File: config.mk
export PLATFORM = sky130hd
export DESIGN_NAME = param_sync_fifo
export DESIGN_NICKNAME = d
export VERILOG_FILES = /design/src/rtl/param_sync_fifo.sv
export SDC_FILE = /design/constraint.sdc
export NUM_CORES = 1
export LEC_CHECK = 0
export BUFFER_PORTS_ARGS = -buffer_cell sky130_fd_sc_hd__buf_2
export CAP_MARGIN = 20
export CORE_MARGIN = 2
export CORE_UTILIZATION = 60
export CTS_BUF_LIST = sky130_fd_sc_hd__clkbuf_8
export CTS_CLUSTER_DIAMETER = 120
export DETAILED_ROUTE_END_ITERATION = 12
export PLACE_DENSITY = 0.89
export SLEW_MARGIN = 20
export SYNTH_ARGS = -nofsm -noshare
export SYNTH_HDL_FRONTEND = slang
export SYNTH_SLANG_ARGS = --single-unit
File: constraint.sdc
create_clock -name clk -period 3.8 [get_ports clk]
set_input_delay 0 -clock clk [delete_from_list [all_inputs] [get_ports clk]]
set_output_delay 0 -clock clk [all_outputs]
set_load 0.1 [all_outputs]
File: src/rtl/param_sync_fifo.sv
`default_nettype none
// ============================================================================
// Module   : param_sync_fifo
// Brief    : Single-clock FIFO with programmable almost-full/almost-empty
//            thresholds, registered read data and sticky error flags.
// Revision : 1.0
// ============================================================================
module param_sync_fifo #(
    parameter int DATA_W     = 10,
    parameter int ADDR_W     = 3,
    parameter int AF_DEFAULT = 6,
    parameter int AE_DEFAULT = 2,
    parameter bit DROP_ZERO  = 1'b1
) (
    input  logic              clk,
    input  logic              reset,
    input  logic              cfg_load,
    input  logic [ADDR_W:0]   af_th,
    input  logic [ADDR_W:0]   ae_th,
    input  logic              push,
    input  logic [DATA_W-1:0] data_in,
    input  logic              pop,
    output logic [DATA_W-1:0] data_out,
    output logic              valid_out,
    output logic [ADDR_W:0]   count,
    output logic              full,
    output logic              empty,
    output logic              alm_full,
    output logic              alm_empty,
    output logic              overflow,
    output logic              underflow
);

    localparam int              c_DEPTH    = 2 ** ADDR_W;
    localparam logic [ADDR_W:0] c_FULL_CNT = (ADDR_W + 1)'(c_DEPTH);
    localparam logic [ADDR_W:0] c_AF_RST   = (ADDR_W + 1)'(AF_DEFAULT);
    localparam logic [ADDR_W:0] c_AE_RST   = (ADDR_W + 1)'(AE_DEFAULT);

    logic [DATA_W-1:0] r_mem [c_DEPTH];
    logic [ADDR_W-1:0] r_wr_ptr;
    logic [ADDR_W-1:0] r_rd_ptr;
    logic [ADDR_W:0]   r_count;
    logic [ADDR_W:0]   r_af_th;
    logic [ADDR_W:0]   r_ae_th;
    logic [DATA_W-1:0] r_data_out;
    logic              r_valid;
    logic              r_overflow;
    logic              r_underflow;

    logic              w_full;
    logic              w_empty;
    logic              w_push_ok;
    logic              w_rd_en;
    logic              w_wr_en;

    assign w_full    = (r_count == c_FULL_CNT);
    assign w_empty   = (r_count == '0);
    // Zero words are filtered before any full/overflow decision is made.
    assign w_push_ok = push && (!DROP_ZERO || (data_in != '0));
    assign w_rd_en   = pop && !w_empty;
    assign w_wr_en   = w_push_ok && (!w_full || w_rd_en);

    // Storage is deliberately left out of reset.
    always_ff @(posedge clk) begin
        if (w_wr_en && !reset) begin
            r_mem[r_wr_ptr] <= data_in;
        end
    end

    always_ff @(posedge clk) begin
        if (reset) begin
            r_wr_ptr    <= '0;
            r_rd_ptr    <= '0;
            r_count     <= '0;
            r_af_th     <= c_AF_RST;
            r_ae_th     <= c_AE_RST;
            r_data_out  <= '0;
            r_valid     <= 1'b0;
            r_overflow  <= 1'b0;
            r_underflow <= 1'b0;
        end else begin
            if (w_wr_en) begin
                r_wr_ptr <= r_wr_ptr + 1'b1;
            end

            if (w_rd_en) begin
                r_data_out <= r_mem[r_rd_ptr];
                r_rd_ptr   <= r_rd_ptr + 1'b1;
                r_valid    <= 1'b1;
            end else begin
                r_valid    <= 1'b0;
            end

            if (w_wr_en && !w_rd_en) begin
                r_count <= r_count + 1'b1;
            end else if (!w_wr_en && w_rd_en) begin
                r_count <= r_count - 1'b1;
            end

            if (cfg_load) begin
                r_af_th <= af_th;
                r_ae_th <= ae_th;
            end

            if (w_push_ok && w_full && !w_rd_en) begin
                r_overflow <= 1'b1;
            end
            if (pop && w_empty) begin
                r_underflow <= 1'b1;
            end
        end
    end

    assign data_out  = r_data_out;
    assign valid_out = r_valid;
    assign count     = r_count;
    assign full      = w_full;
    assign empty     = w_empty;
    assign alm_full  = (r_count >= r_af_th);
    assign alm_empty = (r_count <= r_ae_th);
    assign overflow  = r_overflow;
    assign underflow = r_underflow;

endmodule
`default_nettype wire
==> results of run 1 <==
stage by stage:
step	instance area [µm²]	hold WS (ns)
after CTS	5167	0.009056
after global routing	5167	0.01286
after floorplan	4481	0.09887
final	5167	0.03536
after global placement	4773	0.2146
after detailed placement	4773	0.2272
state kept, by name, summed over array words and instances, names as in the netlist:
name       flops
r_mem         80
data_out      10
count          4
r_ae_th        4
r_af_th        4
r_rd_ptr       3
r_wr_ptr       3
overflow       1
underflow      1
valid_out      1
layout make-up:
cell class                      instances  area (µm²)  area share [%]
Clock inverter                          7       60.06           1.162
Timing Repair Buffer                   66       440.4           8.523
Clock buffer                            9       123.9           2.397
Inverter                               12       45.04          0.8717
Tap cell                               99       123.9           2.397
Multi-Input combinational cell        149        1351           26.15
Sequential cell                       111        3023           58.50
layout by cell type, fill, tap and decap left out, drive strengths merged, types with 7 or more instances in the layout:
cell type / netlist / routed
mux2i: 8 / 8
nand2: 7 / 7
o22ai: 10 / 10
nor2: 33 / 33
buf: 7 / 45
clkbuf: 6 / 9
inv: 12 / 17
edfxtp: 80 / 80
ha: 13 / 13
dfxtp: 31 / 31
mux4: 20 / 20
dlygate4sd3: 0 / 21
nor3: 11 / 11
final timing paths:
| path | startpoint | to | slack, ns | depth (start not counted) |
|---|---|---|---|---|
| setup / recovery | count[1] | count[3] | 0.75 | 10 |
| hold / removal | cfg_load | r_ae_th[1] | 0.04 | 3 |
| setup reg to reg | count[1] | count[3] | 0.75 | 10 |
| hold reg to reg | underflow | underflow | 0.49 | 2 |
routing by layer:
layer / share of wire, % / routed length (µm)
met1: 42 / 3507
met2: 51 / 4320
met3: 6.5 / 545
met4: 0.82 / 69
met5: 0 / 0
report_power, final:
group	switching [mW]	internal (mW)
clock network	0.402	0.254
logic	0.943	0.415
registers	0.140	1.40
total	1.49	2.06
worst max-delay path: cells and delay by family, from the launching register on:
family / cells / cell delay (ns)
flip-flops: 1 / 0.44
buffers and inverters: 1 / 0.13
AND/OR/NAND/NOR: 3 / 1.01
adder cells (fa/ha/maj): 2 / 0.50
AO/OA/AOI/OAI: 3 / 0.51
multiplexers: 1 / 0.35
cell usage after synthesis:
master	n	area, µm²
inv_1	12	45.04
o211ai_1	3	22.52
clkbuf_1	6	22.52
o41a_2	1	12.51
nor2_2	1	6.260
buf_6	1	11.26
a211oi_1	1	7.510
mux2_2	3	33.78
ha_1	13	162.7
mux2i_1	8	80.08
buf_1	2	7.510
nand2b_1	2	12.51
nor4_1	3	18.77
nand3_1	2	10.01
nor3_1	11	55.05
dfxtp_1	31	620.6
xor2_1	2	17.52
o21ai_0	1	5.000
mux4_2	20	450.4
nand2_1	7	26.28
a31oi_1	2	12.51
nand4_1	1	6.260
fa_1	1	20.02
and4_1	2	17.52
edfxtp_1	80	2402
a21o_1	3	22.52
or4b_4	1	13.76
nor2b_1	4	25.02
o21a_1	2	15.01
a21oi_1	3	15.01
buf_2	4	20.02
o22ai_1	10	62.56
and4b_1	2	20.02
xnor2_1	2	17.52
and3b_2	3	30.03
and3_2	2	15.01
and4b_2	1	11.26
nor2_1	32	120.1
cells by family after synthesis:
family,share of synthesized area [%]
simple gates,8.669
xor+xnor,0.7831
mux,12.61
fa+ha+maj,4.083
buf+inv,2.377
flops,67.56
compound gates,3.915
==> impl_metrics.csv, run 1 <==
group,metric,value,unit
timing,setup_viol_count_final,0,
placement,post-place-ws,0.8030,ns
min_path,hp-class,"in2reg",
timing,slew_violations,0,
detailed_routing,firstDrtPassIters,4,
global_routing,globalRoute.busiestLayer,"met2",
timing,layout_worst_path_cycle_share,80.20,%
floorplan,rows,31,
global_routing,overflow,0,
cells_and_area,syn2layout_area_growth,15.49,%
power,p_leak,1.947,nW
clocking,clock_path_buffers,2,
placement,dpl.cell_count,416,
global_routing,use_met3,6.511,%
clocking,clk_transition_reported_paths,0.10,ns
cells_and_area,nets,386,
setup_path,cp-start-kind,"flip-flop",
timing,slew-limit-headroom,30.00,%
setup_path,crit_required,4.07,ns
setup_path,path_common_cell,"ha_1",
yosys,syn_area_per_cell,15.70,µm²
power,power_per_cell_area,687.1,nW/µm²
floorplan,die_area,8164,µm²
power,total_power,3.551,mW
detailed_routing,ant_nets,0,
clocking,cts_resized,0,
detailed_routing,drtIter0Drc,138,
clocking,clk_latency,0.37,ns
detailed_routing,postRouteWirelength,8443,µm
yosys,synth-seq-cells,111,
global_routing,track_usage,22.46,%
run,timing.max_cap.violations,0,
placement,gp_congestion,0.7548,
setup_path,path_class,"reg2reg",
detailed_routing,via_per_inst,5.713,
timing,worst_slack,0.7524,ns
power,vdd_drop_max,0.3278,mV
timing,layout_min_cycle_time,3.048,ns
floorplan,coreArea,7253,µm²
yosys,synth_cells,285,
floorplan,chipWidth,90.36,µm
detailed_routing,drc,0,
floorplan,start_util,61.69,%
timing,rsz0062_at_grt,"no",
detailed_routing,vias,2588,
cells_and_area,diodes,0,
detailed_routing,wl_per_cell,18.64,µm
clocking,htreeDepth,3,
setup_path,max_stage_delay,0.57,ns
timing,fmaxAchievable,328.1,MHz
clocking,holdBufCountCts,21,
cells_and_area,final_util,71.24,%
timing,final_hold_viol_count,0,
yosys,synth_cell_types,38,
yosys,syn-num-nets,322,
timing,worst_pin_slew,1.049,ns
clocking,cts_sinks,111,
yosys,yosysSeqAreaShare,67.56,%
global_routing,grt_use_met1,29.61,%
timing,fin_tns_setup,0,ns
setup_path,cp.arrival,3.32,ns
placement,dp_hpwl,5361,µm
global_routing,grt_first_pass_wirelength,13890,µm
cells_and_area,n_fill_cell,456,
setup_path,cp_max_fo,11,
cells_and_area,instances_no_fill,453,
clocking,cts_setup_buffers,0,
clocking,cts_tree,"built",
global_routing,grt_pass1_vias,2732,
cells_and_area,drive_gt1_share,26.27,%
clocking,clock_tree.root_cell,"clkbuf_8",
yosys,ys_warn_count,0,
global_routing,antenna_found_initial,0,
global_routing,grt_max_degree,34,
floorplan,die_h,90.36,µm
global_routing,gr-usage-met2,37.28,%
setup_path,critPathCaptureType,"flip-flop",
setup_path,worstPathCellList,"or4b_4 -> nor2_2 -> and3b_2 -> ha_1 -> inv_1 -> ha_1 -> a21oi_1 -> a211oi_1 -> a31oi_1 -> mux2_2",
status,outcome,"finished, final reports clean",
setup_path,crit_path_top_delay_cell,"or4b_4",
timing,skew,0.01400,ns
floorplan,pin_count,44,
placement,portBuffers,43,
yosys,syn_area,4474,µm²
clocking,numCtsBuffers,9,
Note: power is estimated with default switching activity, not from simulation.
==> inputs of run 2 (changes only) <==
==> constraint.sdc (replaced) <==
create_clock -name clk -period 3.1 [get_ports clk]
set_input_delay 0 -clock clk [delete_from_list [all_inputs] [get_ports clk]]
set_output_delay 0 -clock clk [all_outputs]
set_load 0.1 [all_outputs]
==> impl_metrics.csv, run 2 (synthesis gave the netlist of run 1 again) <==
group,metric,value,unit
status,outcome,"finished, final reports clean",
power,vdd_drop_max,0.4544,mV
run,timing.max_cap.violations,0,
clocking,htreeDepth,3,
detailed_routing,wl_per_cell,19.30,µm
cells_and_area,nets,386,
power,internal_power,2.536,mW
cells_and_area,regMostFlops,"r_mem",
clocking,cts_setup_buffers,0,
timing,slew-limit-headroom,57.30,%
setup_path,path_class,"reg2reg",
power,p_leak,1.955,nW
floorplan,die_h,90.36,µm
clocking,cts_sinks,111,
global_routing,track_usage,22.78,%
detailed_routing,firstDrtPassIters,5,
cells_and_area,layout_commonest_cell,"edfxtp_1",
clocking,clock_tree.root_cell,"clkbuf_8",
cells_and_area,instances_no_fill,453,
timing,slew_violations,0,
global_routing,antenna_found_initial,0,
clocking,clock_path_buffers,2,
clocking,clk_transition_reported_paths,0.11,ns
cells_and_area,drive_gt1_share,27.97,%
min_path,hp-class,"in2reg",
power,pwr-share-seq,41.4,%
cells_and_area,largest_reg_flops,80,
detailed_routing,drtIter0Drc,215,
floorplan,die_area,8164,µm²
timing,skew,0.01356,ns
global_routing,grt_pass1_vias,2656,
floorplan,start_util,61.69,%
power,power_per_cell_area,845.8,nW/µm²
floorplan,coreArea,7253,µm²
floorplan,pin_count,44,
global_routing,grt_max_degree,34,
global_routing,overflow,0,
clocking,cts_tree,"built",
placement,portBuffers,43,
clocking,clk_latency,0.37,ns
timing,layout_worst_path_cycle_share,95.89,%
placement,dp_hpwl,5385,µm
timing,final_hold_viol_count,0,
timing,fin_tns_setup,0,ns
detailed_routing,postRouteWirelength,8744,µm
setup_path,cp-start-kind,"flip-flop",
floorplan,rows,31,
power,p_sw,1.848,mW
cells_and_area,diodes,0,
cells_and_area,n_fill_cell,472,
timing,rsz0062_at_grt,"no",
detailed_routing,via_per_inst,5.773,
global_routing,grt_first_pass_wirelength,13970,µm
timing,fmaxAchievable,336.4,MHz
timing,layout_min_cycle_time,2.973,ns
setup_path,cp_max_fo,11,
timing,setup_viol_count_final,0,
power,p_sw_share,42.15,%
detailed_routing,drc,0,
setup_path,critPathCaptureType,"flip-flop",
setup_path,crit_required,3.37,ns
placement,dpl.cell_count,417,
clocking,numCtsBuffers,9,
cells_and_area,final_cell_mix,"80 x edfxtp_1, 43 x buf_2, 32 x nor2_1, 27 x dfxtp_1",
timing,worst_pin_slew,0.6404,ns
cells_and_area,syn2layout_area_growth,15.83,%
power,pwr-share-clk,18.8,%
power,total_power,4.384,mW
detailed_routing,vias,2615,
placement,gp_congestion,0.7390,
floorplan,chipWidth,90.36,µm
setup_path,cp.arrival,3.24,ns
detailed_routing,ant_nets,0,
power,p_comb_share,39.8,%
[run 2: worst paths after layout]
check                               start          to  slack (ns)  cells past startpoint
worst min register to register  underflow   underflow        0.49                      2
worst max-delay path             count[0]    count[3]        0.13                     10
worst min-delay path             cfg_load  r_ae_th[1]        0.02                      3
worst max register to register   count[0]    count[3]        0.13                     10
[run 2: timing repair]
action                    4_1_cts  5_1_grt
hold endpoints to repair       90        0
hold buffers                   20        0
resized for setup               0        0
[run 2: per-layer routing]
metal | share of wire (%) | up-vias | GRT usage [%]
met5 | 0 | - | 0
met4 | 1.1 | 0 | 6.282
met2 | 50 | 102 | 37.97
met3 | 6.9 | 10 | 5.008
li1 | - | 1215 | -
met1 | 42 | 1288 | 30.74
[run 2: cell type report]
| class | count | area [µm²] | share of cell area [%] |
|---|---|---|---|
| tap | 99 | 123.9 | 2.390 |
| clock buffer | 9 | 123.9 | 2.390 |
| timing repair buffer | 66 | 437.9 | 8.450 |
| sequential | 111 | 3030 | 58.47 |
| clock inverter | 7 | 66.31 | 1.280 |
| multi-input combinational | 149 | 1355 | 26.15 |
| inverter | 12 | 45.04 | 0.8691 |
[run 2: through the flow]
step,setup slack (ns),instance area [µm²],hold slack [ns],utilization [%]
finish,0.1274,5182,0.01936,71.45
floorplan,0.1105,4492,0.09887,-
CTS,0.1426,5182,0.003626,71.45
detailed placement,0.1614,4792,0.2237,66.07
global route,0.02290,5182,0.03092,71.45
global placement,0.3049,4792,0.2167,66.07
[run 2: power groups by stage]
stage	Sequential, mW	Clock [mW]	Combinational [mW]
after floorplan	2.39	0	0.888
after global placement	1.84	0	1.69
after detailed placement	1.85	0	1.72
after CTS	1.82	0.828	1.75
after global routing	1.83	0.889	1.84
final	1.81	0.825	1.74
[run 2: worst max-delay path, stage by stage, from the launching register on]
cell      delay, ns
dfxtp_2        0.39
or4b_4         0.56
nor2_2         0.13
and3b_2        0.29
ha_1           0.21
inv_1          0.14
ha_1           0.29
a21oi_1        0.24
a211oi_1       0.11
a31oi_1        0.16
mux2_2         0.34
